===== src/rtl/mcdp_pkg.sv =====
// Shared types and encodings for the multicycle data path.
// States, op classes, ALU commands and condition codes.
package mcdp_pkg;

   typedef enum logic [2:0] {
      S_FETCH,
      S_DECODE,
      S_EXEC,
      S_MEM,
      S_WB
   } state_t;

   localparam logic [1:0] OP_DP  = 2'b00;
   localparam logic [1:0] OP_MEM = 2'b01;
   localparam logic [1:0] OP_BR  = 2'b10;
   localparam logic [1:0] OP_ILL = 2'b11;

   localparam logic [3:0] CMD_AND = 4'b0000;
   localparam logic [3:0] CMD_SUB = 4'b0010;
   localparam logic [3:0] CMD_ADD = 4'b0100;
   localparam logic [3:0] CMD_ORR = 4'b1100;

   localparam logic [3:0] COND_EQ = 4'b0000;
   localparam logic [3:0] COND_NE = 4'b0001;
   localparam logic [3:0] COND_AL = 4'b1110;

   function automatic logic cond_pass(
      input logic [3:0] c,
      input logic       z
   );
      case (c)
         COND_AL: return 1'b1;
         COND_EQ: return z;
         COND_NE: return !z;
         default: return 1'b0;
      endcase
   endfunction

   function automatic logic cmd_ok(input logic [3:0] c);
      return (c == CMD_ADD) || (c == CMD_SUB) ||
             (c == CMD_AND) || (c == CMD_ORR);
   endfunction

endpackage


===== src/rtl/reg_file_param.sv =====
// Register file: two async read ports, one sync write port,
// async active-low clear of every entry.
module reg_file_param #(
   parameter int WIDTH = 32,
   parameter int NREGS = 16,
   localparam int AW = $clog2(NREGS)
) (
   input  logic             clk,
   input  logic             rst_n,
   input  logic [AW-1:0]    ra1,
   input  logic [AW-1:0]    ra2,
   output logic [WIDTH-1:0] rd1,
   output logic [WIDTH-1:0] rd2,
   input  logic             we,
   input  logic [AW-1:0]    wa,
   input  logic [WIDTH-1:0] wd
);

   logic [WIDTH-1:0] regs [NREGS];

   always_ff @(posedge clk or negedge rst_n) begin
      if (!rst_n) begin
         for (int i = 0; i < NREGS; i++) regs[i] <= '0;
      end else if (we) begin
         regs[wa] <= wd;
      end
   end

   assign rd1 = regs[ra1];
   assign rd2 = regs[ra2];

endmodule


===== src/rtl/multicycle_data_path.sv =====
// Five-state multicycle core: fetch, decode, execute,
// memory, write-back over one shared memory port.
module multicycle_data_path
   import mcdp_pkg::*;
#(
   parameter int               WIDTH    = 32,
   parameter int               NREGS    = 16,
   parameter logic [WIDTH-1:0] RESET_PC = '0
) (
   input  logic             clk,
   input  logic             rst,
   output logic             mem_req,
   output logic             mem_we,
   output logic [WIDTH-1:0] mem_addr,
   output logic [WIDTH-1:0] mem_wdata,
   input  logic [31:0]      mem_rdata,
   input  logic             mem_ready,
   output logic [WIDTH-1:0] pc,
   output logic [3:0]       alu_flags,
   output logic             retire
);

   localparam int AW = $clog2(NREGS);
   localparam bit PC_ALIAS = (NREGS == 16);

   state_t           state_q, state_d;
   logic [31:0]      ir_q;
   logic [WIDTH-1:0] pc_q, pc_d, a_q, b_q, res_q, res_d;
   logic [3:0]       nzcv_q;
   logic             ld_ir, ld_ab, ld_res, ld_flags, rf_we;
   logic             req_c, we_c, ret_c;

   wire [3:0]  cond  = ir_q[31:28];
   wire [1:0]  op    = ir_q[27:26];
   wire        i_bit = ir_q[25];
   wire [3:0]  cmd   = ir_q[24:21];
   wire        s_bit = ir_q[20];
   wire [3:0]  rn    = ir_q[19:16];
   wire [3:0]  rd    = ir_q[15:12];
   wire [3:0]  rm    = ir_q[3:0];
   wire [11:0] imm12 = ir_q[11:0];

   wire [WIDTH-1:0] pc4 = pc_q + WIDTH'(4);
   wire [WIDTH-1:0] pc8 = pc_q + WIDTH'(8);
   wire rd_is_pc = PC_ALIAS && (rd == 4'hF);

   logic [WIDTH-1:0] rd1, rd2;
   wire [AW-1:0] ra2 =
      (state_q == S_DECODE) ? rm[AW-1:0] : rd[AW-1:0];

   reg_file_param #(.WIDTH(WIDTH), .NREGS(NREGS)) u_rf (
      .clk  (clk),
      .rst_n(rst),
      .ra1  (rn[AW-1:0]),
      .ra2  (ra2),
      .rd1  (rd1),
      .rd2  (rd2),
      .we   (rf_we),
      .wa   (rd[AW-1:0]),
      .wd   (res_q)
   );

   // R15 reads see pc+8 when the file is large enough to alias it
   wire [WIDTH-1:0] opa =
      (PC_ALIAS && rn == 4'hF) ? pc8 : rd1;
   wire [WIDTH-1:0] opb =
      (PC_ALIAS && rm == 4'hF) ? pc8 : rd2;
   assign mem_wdata = rd_is_pc ? pc8 : rd2;

   wire [WIDTH-1:0] op2 = i_bit ? WIDTH'(imm12) : b_q;
   wire [WIDTH:0] add_w = {1'b0, a_q} + {1'b0, op2};
   wire [WIDTH:0] sub_w =
      {1'b0, a_q} + {1'b0, ~op2} + (WIDTH + 1)'(1);

   logic [WIDTH-1:0] alu_res;
   logic             alu_c, alu_v;

   always_comb begin
      alu_res = '0;
      alu_c   = 1'b0;
      alu_v   = 1'b0;
      case (cmd)
         CMD_ADD: begin
            alu_res = add_w[WIDTH-1:0];
            alu_c   = add_w[WIDTH];
            alu_v   = (a_q[WIDTH-1] == op2[WIDTH-1]) &&
                      (alu_res[WIDTH-1] != a_q[WIDTH-1]);
         end
         CMD_SUB: begin
            alu_res = sub_w[WIDTH-1:0];
            alu_c   = sub_w[WIDTH];
            alu_v   = (a_q[WIDTH-1] != op2[WIDTH-1]) &&
                      (alu_res[WIDTH-1] != a_q[WIDTH-1]);
         end
         CMD_AND: alu_res = a_q & op2;
         CMD_ORR: alu_res = a_q | op2;
         default: alu_res = '0;
      endcase
   end

   wire [31:0] boff = {{6{ir_q[23]}}, ir_q[23:0], 2'b00};
   wire [WIDTH-1:0] br_tgt = pc8 + boff[WIDTH-1:0];
   wire wb_wr = (op == OP_MEM) || (op == OP_DP && cmd_ok(cmd));

   always_comb begin
      state_d  = state_q;
      pc_d     = pc_q;
      res_d    = res_q;
      ld_ir    = 1'b0;
      ld_ab    = 1'b0;
      ld_res   = 1'b0;
      ld_flags = 1'b0;
      rf_we    = 1'b0;
      req_c    = 1'b0;
      we_c     = 1'b0;
      ret_c    = 1'b0;
      mem_addr = pc_q;
      unique case (state_q)
         S_FETCH: begin
            req_c = 1'b1;
            if (mem_ready) begin
               ld_ir   = 1'b1;
               state_d = S_DECODE;
            end
         end
         S_DECODE: begin
            ld_ab = 1'b1;
            if (cond_pass(cond, nzcv_q[2])) begin
               state_d = S_EXEC;
            end else begin
               ret_c   = 1'b1;
               pc_d    = pc4;
               state_d = S_FETCH;
            end
         end
         S_EXEC: begin
            unique case (op)
               OP_DP: begin
                  ld_res   = 1'b1;
                  res_d    = alu_res;
                  ld_flags = s_bit && cmd_ok(cmd);
                  state_d  = S_WB;
               end
               OP_MEM: begin
                  ld_res  = 1'b1;
                  res_d   = a_q + WIDTH'(imm12);
                  state_d = S_MEM;
               end
               OP_BR: begin
                  pc_d    = br_tgt;
                  ret_c   = 1'b1;
                  state_d = S_FETCH;
               end
               OP_ILL: state_d = S_WB;
            endcase
         end
         S_MEM: begin
            req_c    = 1'b1;
            we_c     = !s_bit;
            mem_addr = res_q;
            if (mem_ready) begin
               if (s_bit) begin
                  ld_res  = 1'b1;
                  res_d   = mem_rdata[WIDTH-1:0];
                  state_d = S_WB;
               end else begin
                  ret_c   = 1'b1;
                  pc_d    = pc4;
                  state_d = S_FETCH;
               end
            end
         end
         S_WB: begin
            ret_c   = 1'b1;
            state_d = S_FETCH;
            pc_d    = (wb_wr && rd_is_pc) ? res_q : pc4;
            rf_we   = wb_wr && !rd_is_pc;
         end
         default: state_d = S_FETCH;
      endcase
   end

   always_ff @(posedge clk or negedge rst) begin
      if (!rst) begin
         state_q <= S_FETCH;
         pc_q    <= RESET_PC;
         ir_q    <= '0;
         a_q     <= '0;
         b_q     <= '0;
         res_q   <= '0;
         nzcv_q  <= '0;
      end else begin
         state_q <= state_d;
         pc_q    <= pc_d;
         if (ld_ir) ir_q <= mem_rdata;
         if (ld_ab) begin
            a_q <= opa;
            b_q <= opb;
         end
         if (ld_res) res_q <= res_d;
         if (ld_flags) begin
            nzcv_q <= {alu_res[WIDTH-1], alu_res == '0,
                       alu_c, alu_v};
         end
      end
   end

   // reset drops the handshake outputs without waiting for a clock
   assign mem_req   = req_c & rst;
   assign mem_we    = we_c & rst;
   assign retire    = ret_c & rst;
   assign pc        = pc_q;
   assign alu_flags = nzcv_q;

endmodule


===== config.mk =====
export PLATFORM = sky130hd
export DESIGN_NAME = multicycle_data_path
export DESIGN_NICKNAME = d
export VERILOG_FILES = /design/src/rtl/mcdp_pkg.sv /design/src/rtl/reg_file_param.sv /design/src/rtl/multicycle_data_path.sv
export SDC_FILE = /design/constraint.sdc
export NUM_CORES = 2
export LEC_CHECK = 0
export CORE_MARGIN = 2
export CORE_UTILIZATION = 35
export CTS_CLUSTER_DIAMETER = 100
export CTS_CLUSTER_SIZE = 20
export DETAILED_ROUTE_END_ITERATION = 7
export GPL_ROUTABILITY_DRIVEN = 0
export GPL_TIMING_DRIVEN = 1
export HOLD_SLACK_MARGIN = 0.12
export PLACE_DENSITY_LB_ADDON = 0.12
export SYNTH_ARGS = -nofsm -noshare
export SYNTH_HDL_FRONTEND = slang
export SYNTH_SLANG_ARGS = --single-unit

===== constraint.sdc =====
create_clock -name clk -period 10.1 [get_ports clk]
set_clock_uncertainty 0.2 [all_clocks]
set_input_delay 2.02 -clock clk [delete_from_list [all_inputs] [get_ports clk]]
set_output_delay 2.02 -clock clk [all_outputs]
set_load 0.02 [all_outputs]

==> results.py <==
metrics = {
    "sta": {
        "period_minus_slack_ns": 7.90,
        "fin_tns_setup_ns": 0,
        "holdWs_ns": 0.169,
        "period_share": 0.782,
        "setup_viol": 0,
        "slew_headroom": 0.237,
        "rsz0062_at_grt": "no",
        "slew_violations": 0,
        "worst_slew_pin_slew_ns": 1.12,
        "fmax_mhz": 127,
        "hold_violations": 0,
    },
    "power_and_ir_drop": {
        "vdd_ir_drop_max_mv": 0.298,
        "p_leak_nw": 21.3,
        "p_per_area_mw_per_mm2": 329,
    },
    "yosys": {
        "syn_nets": 4715,
        "synthMuxAreaShare": 0.216,
        "synthSimpleGateAreaFrac": 0.123,
        "synth_compound_area_frac": 0.170,
        "yosys_register_bits": 679,
        "synthAdderAreaFrac": 0.0460,
        "synth_area_per_cell_um2": 9.91,
        "synth_cells": 4518,
        "yosysSeqAreaShare": 0.380,
        "synth_edf_count": 0,
        "synth_area_mm2": 0.0448,
        "synth_xor_area_frac": 0.0197,
        "synthDistinctLibCells": 90,
        "synth_top_family_by_area": "multiplexers",
        "synthArstFlopShare": 1.00,
        "ys.flop_type": "dfrtp_1",
        "yosys_warnings": 0,
    },
    "global_routing": {
        "grt_max_degree": 181,
        "antenna_found_initial": 2,
        "grt_pass1_vias": 35300,
        "grt_util_all_layers": 0.250,
        "grt-ovfl-total": 0,
        "grt_pass1_wl_um": 246000,
    },
    "worst_setup_path": {
        "crit_top_cell": "a211oi_1",
        "path_buf_inv": 3,
        "worstPathCellList": "nor2b_1, nand2b_2, buf_4, mux2i_4, buf_12, a211oi_1, a311oi_1, a211oi_1, a21oi_1, mux2_2, clkdlybuf4s50_1",
        "crit_path_start_kind": "flop",
        "crit_slowest_cell": "a21oi_1",
        "worstPathRequired_ns": 7.88,
        "cp-end-kind": "primary output",
        "critical_path.top_delay_family": "buffers and inverters",
        "cp_max_fo": 180,
        "cpPeakStageDelay_ns": 0.65,
        "crit_type": "reg -> out",
        "worstPathArrival_ns": 5.68,
    },
    "cts": {
        "cts-root-buf": "clkbuf_16",
        "cts_tree": "yes",
        "cts_htree_levels": 2,
        "cts_hold_buf": 0,
        "cts_resized": 0,
        "cts_buffers": 41,
        "clkTransAtPathRegs_ns": 0.09,
        "cts.sinks": 679,
        "post_cts_buffers": 0,
        "clock_latency_ns": 0.63,
        "clk_path_buf_depth": 3,
    },
    "run": {
        "drv_cap": 0,
    },
    "detailed_routing": {
        "drtAntennaViolNets": 0,
        "route.detailed.drc": 0,
        "wl_um": 167000,
        "via_per_inst": 5.97,
        "avgRoutedWirePerCell_um": 27.6,
        "dr.pass1.iters": 5,
        "drt_iter0_drc": 3349,
        "route.vias.total": 36100,
    },
    "place": {
        "post-dp-hpwl_um": 111000,
        "port_buffers": 137,
    },
    "floorplanning": {
        "die_h_um": 362,
        "dieArea_mm2": 0.131,
        "die_width_um": 362,
        "start_util": 0.352,
        "num_io_pins": 138,
        "core_mm2": 0.127,
        "num_rows": 131,
    },
    "worst_hold_path": {
        "hold_class": "reg -> reg",
    },
    "final_layout": {
        "drive_gt1_frac": 0.202,
        "area_growth_pct": 8.73,
        "nNetsFinal": 4578,
    },
    "status": {
        "status": "complete, no violations",
    },
}
## where the power goes
| part | leakage, nW | switching, mW | internal (mW) |
|---|---|---|---|
| combinational | 11.6 | 6.49 | 3.58 |
| sequential | 9.20 | 1.00 | 3.17 |
| clock | 0.551 | 1.02 | 0.754 |
## cell type report
| type | instances | area (um2) |
|---|---|---|
| antenna | 1 | 2.50 |
| timing repair buffer | 219 | 2050 |
| inverter | 128 | 480 |
| tap | 1662 | 2080 |
| clock buffer | 45 | 1050 |
| clock inverter | 7 | 67.6 |
| sequential | 679 | 17000 |
| fill | 12600 | 78500 |
| multi-input combinational | 3312 | 25900 |
## path summary, 6_finish.rpt
path                                                start                         end  slack, ns  cells past startpoint
max in group asynchronous                             rst  u_rf.regs[407]$_DFFE_PN0P_       5.61                      4
min in group asynchronous                             rst          b_q[8]$_DFFE_PN0P_       1.10                      1
worst max-delay path               state_q[0]$_DFFE_PN0P_               mem_wdata[19]       2.20                     11
worst min register to register  u_rf.regs[23]$_DFFE_PN0P_   u_rf.regs[23]$_DFFE_PN0P_       0.17                      0
worst min-delay path            u_rf.regs[23]$_DFFE_PN0P_   u_rf.regs[23]$_DFFE_PN0P_       0.17                      0
worst max register to register       ir_q[25]$_DFFE_PN0P_    alu_flags[2]$_DFFE_PN0P_       4.19                     14
## state kept, by name, indices dropped and copies added (netlist names)
signal	count
state_q	3
ir_q	32
a_q	32
b_q	32
u_rf.regs	512
alu_flags	4
res_q	32
pc	32
## worst reg2reg max path: stages (launching register included)
cell and delay, ns:
dfrtp_1 0.33, buf_4 0.37, mux2i_1 0.43, ha_1 0.42
nand2b_1 0.27, a2111oi_4 0.42, nor2_1 0.16, o31a_1 0.28
a211oi_1 0.27, o221ai_1 0.21, a2111oi_0 1.00, nand4_1 0.49
nor4_1 0.68, nand4_1 0.21, nand2_1 0.11
## logic make-up after synthesis
family	count (synthesis)
simple gates	1177
buf+inv	527
flops	679
mux	738
xor+xnor	100
compound gates	1135
fa+ha+maj	162
## stage by stage
stage                     worst slack, ns  cell area [um2]  power (mW)  cells  utilization
after floorplan                      4.76            44800        10.3   4518            -
after global placement               3.00            47600        14.1   6000        0.374
after detailed placement             2.94            47600        14.1   6000        0.374
after CTS                            2.27            48700        16.0   6052        0.383
after global routing                 1.86            48700        16.9   6052        0.383
final                                2.20            48700        16.0   6053        0.383
## routing by layer
metal | track usage | wire length (um) | part of all wire | vias up
li1 | - | - | - | 16200
met1 | 0.353 | 77000 | 0.46 | 18600
met2 | 0.404 | 77300 | 0.46 | 1040
met3 | 0.0228 | 7470 | 0.045 | 215
met5 | 0 | 0 | 0 | -
met4 | 0.0788 | 5470 | 0.033 | 0
## layout by cell type (no fill, tap or decap), types with 31 or more instances in the layout
cell / n
clkbuf_16: 41
nor2_1: 177
nand2b_1: 51
inv_1: 128
a21oi_1: 237
mux2i_1: 48
mux2_2: 555
dfrtp_1: 675
nand3_1: 65
a311oi_1: 66
o211ai_1: 54
ha_1: 157
clkdlybuf4s50_1: 136
buf_4: 77
o22a_1: 33
xnor2_1: 67
a211oi_1: 183
and2_1: 138
nor3_1: 40
a21o_1: 39
xor2_1: 32
mux4_2: 128
a31oi_1: 82
o21ai_0: 204
nand2_1: 533
and3_1: 31
## cells in the mapped netlist (12+ instances only)
master / n / area share
buf_2: 19 / 0.0021
xnor2_1: 67 / 0.013
nand2_1: 543 / 0.046
and2_1: 139 / 0.019
a211oi_1: 183 / 0.031
o22a_1: 33 / 0.0065
nor2b_1: 29 / 0.0041
dfrtp_1: 679 / 0.38
a311oi_1: 66 / 0.013
o31ai_1: 12 / 0.0020
a21oi_1: 237 / 0.026
mux2_2: 555 / 0.14
nor3_1: 43 / 0.0048
inv_1: 128 / 0.011
buf_1: 46 / 0.0039
a31oi_1: 83 / 0.012
nand2b_1: 53 / 0.0074
clkbuf_1: 331 / 0.028
mux4_2: 128 / 0.064
mux2i_1: 52 / 0.012
o211ai_1: 54 / 0.0091
nand3_1: 66 / 0.0074
ha_1: 158 / 0.044
o21ai_1: 27 / 0.0030
a21o_1: 39 / 0.0065
nand4_1: 25 / 0.0035
nor2_1: 178 / 0.015
o21ai_0: 207 / 0.023
o22ai_1: 21 / 0.0029
o21a_1: 18 / 0.0030
and3_1: 33 / 0.0046
a221oi_1: 21 / 0.0041
xor2_1: 32 / 0.0063
(Power assumes the default switching activity.)
